===== src/rtl/instr_fetch_unit.sv =====
// Fetch stage: owns the PC, drives a req/ack instruction-memory port and
// feeds {instr, instr_pc, instr_valid} into the IF/ID register.
module instr_fetch_unit #(
  parameter logic [31:0] RESET_PC  = 32'h0000_0000,
  parameter logic [31:0] NOP_INSTR = 32'h0000_0013
) (
  input  logic        clk,
  input  logic        rst,
  output logic        imem_req,
  output logic [31:0] imem_addr,
  input  logic        imem_ack,
  input  logic [31:0] imem_rdata,
  input  logic        stall,
  input  logic        redirect,
  input  logic [31:0] redirect_pc,
  output logic [31:0] instr,
  output logic [31:0] instr_pc,
  output logic        instr_valid,
  output logic        misaligned_fault
);

  localparam int unsigned XLEN = 32;

  typedef enum logic [2:0] {
    START = 3'd0,
    REQ   = 3'd1,
    HOLD  = 3'd2,
    DRAIN = 3'd3,
    FAULT = 3'd4
  } state_t;

  state_t            state;
  logic [XLEN-1:0]   pc;
  logic [XLEN-1:0]   pend_pc;
  logic              pend_bad;
  logic [XLEN-1:0]   skid_data;
  logic [XLEN-1:0]   skid_pc;

  logic              fire;
  logic              slot_free;
  logic              bad_tgt;
  logic [XLEN-1:0]   pc_next;

  // pc is frozen while draining, so it doubles as the outstanding address.
  assign imem_req  = (state == REQ) || (state == DRAIN);
  assign imem_addr = pc;

  assign fire      = imem_req && imem_ack;
  assign slot_free = !instr_valid || !stall;
  assign bad_tgt   = (redirect_pc[1:0] != 2'b00);
  assign pc_next   = pc + XLEN'(4);

  always_ff @(posedge clk) begin
    if (rst) begin
      state            <= START;
      pc               <= RESET_PC;
      pend_pc          <= RESET_PC;
      pend_bad         <= 1'b0;
      skid_data        <= NOP_INSTR;
      skid_pc          <= '0;
      instr            <= NOP_INSTR;
      instr_pc         <= '0;
      instr_valid      <= 1'b0;
      misaligned_fault <= 1'b0;
    end else begin
      // Decode took the current word; refill below or fall back to a bubble.
      if (instr_valid && !stall) begin
        instr       <= NOP_INSTR;
        instr_valid <= 1'b0;
      end

      if (redirect) begin
        instr            <= NOP_INSTR;
        instr_valid      <= 1'b0;
        misaligned_fault <= bad_tgt;
        if ((state == REQ || state == DRAIN) && !fire) begin
          // Request still in flight: remember the target until it retires.
          pend_pc  <= redirect_pc;
          pend_bad <= bad_tgt;
          state    <= DRAIN;
        end else begin
          if (!bad_tgt) begin
            pc <= redirect_pc;
          end
          state <= bad_tgt ? FAULT : REQ;
        end
      end else begin
        case (state)
          START: state <= REQ;
          REQ: begin
            if (imem_ack) begin
              pc <= pc_next;
              if (slot_free) begin
                instr       <= imem_rdata;
                instr_pc    <= pc;
                instr_valid <= 1'b1;
              end else begin
                skid_data <= imem_rdata;
                skid_pc   <= pc;
                state     <= HOLD;
              end
            end
          end
          HOLD: begin
            if (!stall) begin
              instr       <= skid_data;
              instr_pc    <= skid_pc;
              instr_valid <= 1'b1;
              state       <= REQ;
            end
          end
          DRAIN: begin
            if (imem_ack) begin
              if (pend_bad) begin
                state <= FAULT;
              end else begin
                pc    <= pend_pc;
                state <= REQ;
              end
            end
          end
          FAULT: state <= FAULT;
          default: state <= START;
        endcase
      end
    end
  end

endmodule


===== config.mk =====
export PLATFORM = sky130hd
export DESIGN_NAME = instr_fetch_unit
export DESIGN_NICKNAME = d
export VERILOG_FILES = /design/src/rtl/instr_fetch_unit.sv
export SDC_FILE = /design/constraint.sdc
export NUM_CORES = 1
export LEC_CHECK = 0
export ABC_AREA = 1
export CAP_MARGIN = 40
export CORE_ASPECT_RATIO = 0.75
export CORE_MARGIN = 3
export CORE_UTILIZATION = 30
export CTS_BUF_LIST = sky130_fd_sc_hd__clkbuf_4 sky130_fd_sc_hd__clkbuf_8
export DETAILED_ROUTE_END_ITERATION = 10
export PLACE_DENSITY = 0.49
export SYNTH_ARGS = -nofsm -noshare
export SYNTH_HDL_FRONTEND = slang
export SYNTH_SLANG_ARGS = --single-unit

===== constraint.sdc =====
create_clock -name clk -period 1.9 [get_ports clk]
set_clock_uncertainty 0.1 [all_clocks]
set_input_delay 0.19 -clock clk [delete_from_list [all_inputs] [get_ports clk]]
set_output_delay 0.19 -clock clk [all_outputs]
set_load 0.05 [all_outputs]

==> After elaboration in Yosys (flattened, before gate mapping) <==
Cells that the tools add are included.
{ "classes": {"addsub": 1, "n_mul": 0, "div": 0, "order_cmp": 0, "n_eq_ne": 14, "shifts": 0, "mux": 30, "n_bitwise": 2, "n_reduce_logical": 18} }
{ "op_table": {"columns": ["operator", "n"], "rows": [
  ["two-way mux 32 bit", 13],
  ["case mux 32 bit (2 select lines)", 3],
  ["adder 32 x 3 -> 32 bit (second input constant)", 1],
  ["two-way mux 3 bit", 8],
  ["inequality test 3 bit (second input constant)", 5],
  ["case mux 3 bit (5 select lines)", 1],
  ["inequality test 2 bit (second input constant)", 5],
  ["AND reduction 4 bit", 2],
  ["== test 3 x 2 -> 1 bit (second input constant)", 2],
  ["AND reduction 6 bit", 1],
  ["AND reduction 5 bit", 1],
  ["two-way mux 1 bit", 4],
  ["nonzero test 2 bit", 2],
  ["== test 3 x 1 -> 1 bit (second input constant)", 1],
  ["== test 3 bit (second input constant)", 1],
  ["logical AND 1 bit", 3],
  ["zero test 1 bit", 3],
  ["zero test 3 bit", 1],
  ["nonzero test 3 bit", 1],
  ["logical OR 1 bit", 2],
  ["inverter 1 bit", 2],
  ["case mux 1 bit (2 select lines)", 1],
  ["AND reduction 2 bit", 1],
  ["OR reduction 2 bit", 1]
]} }
{ "totals": {"regBits": 198, "latch_bits": 0, "mem_bits_rw": 0, "romBits": 0, "input_bits": 69, "memories": 0} }

==> Logic depth before layout (Yosys ltp) <==
Gate-level depths: netlist of the first run.
{ "depth": {"word_depth": 7, "mapped_depth": 12, "mapped_depth_nobuf": 11} }

==> Worst setup path before layout of the first run <==
OpenSTA, ideal clock, no wires.
{ "synth_path": {"path_type": "register to register", "from": "reg state[0]", "to": "reg pc[27], in the netlist imem_addr[27]", "setup_time_ps": 132, "arrival_ps": 2050, "required_time_ps": 1668, "slack_ps": -382, "path_stages_with_launch": 12, "n_path_buf": 2, "path_cell_list": "dfxtp_1 buf_2 inv_2 nor2_1 nand2_1 nand2_1 o21ai_1 o21ai_2 buf_2 nor2_1 nand2_1 a21oi_1"} }
{ "synth_between": {"elab_chain_len": 7, "word_cells_on_any_way": 14} }
{ "synth_lines": {"columns": ["element", "line_no", "rtl"], "rows": [
  ["start: declaration", "32", "state_t state;"],
  ["start signal: assignment", "85", "state <= bad_tgt ? FAULT : REQ;"],
  ["== test 3 x 1 -> 1 bit or == test 3 x 2 -> 1 bit (tied branches)", "45", "assign imem_req = (state == REQ) || (state == DRAIN);"],
  ["logical OR 1 bit *", "45", null],
  ["via imem_req", "9", "output logic imem_req,"],
  ["logical AND 1 bit", "48", "assign fire = imem_req && imem_ack;"],
  ["zero test 1 bit", "76", "if ((state == REQ || state == DRAIN) && !fire) begin"],
  ["logical AND 1 bit *", "76", null],
  ["inequality test 2 bit (no line) *", null, null],
  ["AND reduction 6 bit (no line) *", null, null],
  ["end signal: assignment", "83", "pc <= redirect_pc;"],
  ["end signal: assignment", "92", "pc <= pc_next;"],
  ["end signal: assignment", "117", "pc <= pend_pc;"],
  ["end: declaration", "33", "logic [XLEN-1:0] pc;"]
]} }
Mark *: on every way through the listed nets, which the timed path passes. The rest lies on a longest branch.
A chain may end at the register's enable or synchronous reset.

==> Final worst setup path of the first run <==
{ "layout_path": {"from": "reg state[0]", "to": "reg pc[30], in the netlist imem_addr[30]"} }
{ "layout_between": {"elab_chain_len": 7, "word_cells_on_any_way": 14} }
{ "layout_lines": {"columns": ["element", "line_no"], "rows": [
  ["== test 3 x 1 -> 1 bit or == test 3 x 2 -> 1 bit (tied branches)", "45, 76, 88"],
  ["logical OR 1 bit", "45, 76"],
  ["logical AND 1 bit", "48"],
  ["zero test 1 bit", "76"],
  ["logical AND 1 bit", "76"],
  ["inequality test 2 bit (no line)", null],
  ["AND reduction 6 bit (no line)", null]
]} }
Several ways; a longest one is shown, not always the timed one.

==> metrics.csv, run 1 <==
stage,metric,value,unit
pwr,intPower,0.00593,W
sta,setup_slack,50.6,ps
synthesis,syn_avg_cell_area,6.67,sq um
setup_path,crit_family,simple AND/OR/NAND/NOR gates,
global_routing,grt.busiest_layer,met2,
pwr,pwr-share-clk,30.4,%
synthesis,syn_nets,1454,
placement,placedCellCount,1977,
run_status,status,"complete, no violations",
pwr,pwr-share-seq,49.8,%
synthesis,synth_ff_type,dfxtp_1,
pwr,p_leak,5.47,nW
synthesis,yosysSeqAreaShare,42.9,%
sta,setup_violations,0,
placement,gp_congestion,0.860,
global_routing,grt_use_total,18.7,%
clocking,clk_latency,490,ps
hold_path,min_path_type,in -> reg,
clocking,hold_buffers,0,
global_routing,grtUsageMet2,28.3,%
finish,syn_to_final_growth,37.4,%
finish,utilization,42.7,%
global_routing,antenna_found_initial,1,
floorplan,die_w,209,um
synthesis,yosys_warnings,0,
setup_path,crit_chain,inv_2 > nor3_4 > nand2_2 > nand2_1 > o21ai_4 > o21ai_4 > clkbuf_16 > nor2_1 > nand2_1 > a21oi_2,
synthesis,syn_inst,1384,
finish,nets,1686,
clocking,clock_sinks,198,
clocking,cts_inserted_buffers,17,
setup_path,worstPathMaxFanout,7,
sta,max_slew_margin,54.1,%
routing,drt_iter0_drc,602,
synthesis,synth_edf_count,0,
floorplan,fp.dieH,158,um
setup_path,critical_path_class,reg -> reg,
routing,vias_per_cell,4.70,
synthesis,yosys.area.top_type_share,42.9,%
routing,dr.pass1.iters,5,
pwr,switchingPower,0.00292,W
finish,multi_input_area,4430,sq um
routing,wl,31900,um
global_routing,grt_start_max_net_pins,65,
synthesis,synth_area_leaders,"dfxtp_1 (43%), nand2_1 (9.7%), o21ai_0 (8.6%), nor2_1 (8.1%), inv_1 (7.3%)",
clocking,clk_path_buf_depth,2,
floorplan,io_pins,168,
setup_path,cpPeakStageDelay,410,ps
floorplan,die_area,33000,sq um
setup_path,crit_arrival,2120,ps
placement,post-place-ws,-208,ps
sta,period_share,97.3,%
setup_path,critPathCaptureType,flip-flop,
sta,final-max-slew-violation-count,0,
finish,final_cell_mix,"nand2_1 (231), dfxtp_1 (184), inv_1 (178), nor2_1 (174), o21ai_0 (159)",
finish,nFillCells,3176,
sta,whs,96.0,ps
finish,final_cells,2021,
pwr,p_comb_share,19.9,%
finish,final_common_cell,nand2_1,
setup_path,worstPathRequired,2170,ps
placement,io_buffers,167,
global_routing,grt_pass1_wl,49300,um
pwr,cellPowerDensity,697,nW/um^2
setup_path,crit_buf_inv,2,
floorplan,core_area,29700,sq um
synthesis,synth.ff_latch_count,198,
routing,vias,9500,
sta,worst-slew-pin-transition,682,ps
clocking,cts_tree,yes,
global_routing,met3_usage,3.72,%
pwr,peakVddDrop,0.478,mV
pwr,swShare,33.0,%
finish,layout.area.seq,3990,sq um
setup_path,critPathLaunchType,flip-flop,
synthesis,synth_area,9240,sq um
setup_path,critPathSlowestCell,dfxtp_4,
sta,hold_viol,0,
flow_run,drv_cap,0,
placement,hpwl,23300,um
routing,wl_per_cell,15.8,um
synthesis,yosys.area.top_type,dfxtp_1,
clocking,path_clk_slew,110,ps
clocking,h-tree-depth,4,
floorplan,placementRows,54,
global_routing,grt_pass1_vias,8802,
sta,post-route-min-period,1850,ps
global_routing,grt_use_met1,27.9,%
sta,fmax,541,MHz
synthesis,synth_cell_types,35,
routing,drc,0,
global_routing,grt.overflow.total,0,
routing,drtAntennaViolNets,0,
finish,diodes,0,
finish,drive_gt1_share,17.2,%
floorplan,initial_core_util,31.1,%
clocking,cts-root-buf,clkbuf_8,
synthesis,async_flop_share,0,%
[registers in the layout (all words and copies together) (netlist names)]
register          count
skid_data            32
misaligned_fault      1
pend_pc              32
instr_valid           1
instr_pc             32
imem_addr            32
pend_bad              1
state                 3
skid_pc              32
instr                32
[metal layers]
layer / wire length [um] / share of wire (%) / vias up
li1: - / - / 4916
met1: 16600 / 52 / 4381
met2: 13500 / 42 / 183
met3: 1590 / 5.0 / 18
met4: 261 / 0.82 / 2
met5: 13 / 0.041 / -
[logic make-up (layout without fill, tap and decap cells)]
group / count (synthesis) / in the layout / synth area share, %
mux: 2 / 2 / 0.217
fa+ha+maj: 1 / 1 / 0.135
simple gates: 524 / 524 / 22.9
flops: 198 / 198 / 42.9
xor+xnor: 3 / 3 / 0.284
compound gates: 386 / 387 / 22.3
buf+inv: 270 / 514 / 11.3
[synth_stat cells, drive strengths merged, types with 2 or more instances]
| cell | n |
|---|---|
| buf | 23 |
| nor3 | 4 |
| o211ai | 6 |
| nor2 | 202 |
| inv | 188 |
| o21ai | 212 |
| o22ai | 5 |
| a21oi | 129 |
| clkbuf | 59 |
| a31oi | 4 |
| dfxtp | 198 |
| or2 | 2 |
| mux2i | 2 |
| a221oi | 2 |
| o21bai | 7 |
| a211oi | 14 |
| xor2 | 3 |
| nand2 | 239 |
| nand3 | 75 |
| o2111ai | 3 |
[timing repair]
action / CTS / global route
gates resized for setup: 60 / 65
cloned: 0 / 4
pin swaps: 0 / 8
setup buffers: 0 / 9
setup endpoints to repair: 58 / 95
[stage by stage]
step	instance area (sq um)	setup TNS, ps	power [W]
CTS	12400	0	0.00887
global route	12700	-348	0.00927
global placement	12100	-13420	0.00619
floorplan	9260	0	0.00539
finish	12700	0	0.00885
detailed placement	12100	-16710	0.00620
[power groups by stage]
stage	Clock [W]	Sequential (W)	Combinational, W
2_1_floorplan	0	0.00481	0.000580
3_3_place_gp	0	0.00449	0.00170
3_5_place_dp	0	0.00449	0.00171
4_1_cts	0.00278	0.00440	0.00169
5_1_grt	0.00295	0.00442	0.00190
6_report	0.00269	0.00440	0.00176
[layout make-up]
class	count	area share, %
Sequential cell	198	31.5
Clock inverter	15	1.07
Timing Repair Buffer	294	21.3
Clock buffer	17	1.84
Tap cell	392	3.87
Multi-Input combinational cell	917	34.9
Inverter	188	5.56
[path summary, 6_finish.rpt]
path,cells past startpoint,start,endpoint,slack (ps)
setup / recovery,10,state[0]$_SDFFE_PP0P_,imem_addr[30]$_SDFFE_PP0P_,50
hold / removal,4,rst,instr[1]$_SDFF_PP1_,100
setup reg to reg,10,state[0]$_SDFFE_PP0P_,imem_addr[30]$_SDFFE_PP0P_,50
hold reg to reg,2,skid_pc[19]$_SDFFE_PP0P_,skid_pc[19]$_SDFFE_PP0P_,350
[worst min-delay path, stage by stage]
cell       delay, ps
buf_2            130
nor2_2            70
buf_12           150
o2111ai_1        100
No activity file was read; power rests on OpenSTA's default activity.
==> run 2, diff against run 1 <==
- SKIP_LAST_GASP: not set -> 1
==> results of run 2 <==
Same layout as run 1: the final DEF is identical, and so are final timing and power.
Main changes from that run: number of gates resized after CTS 60 -> 59
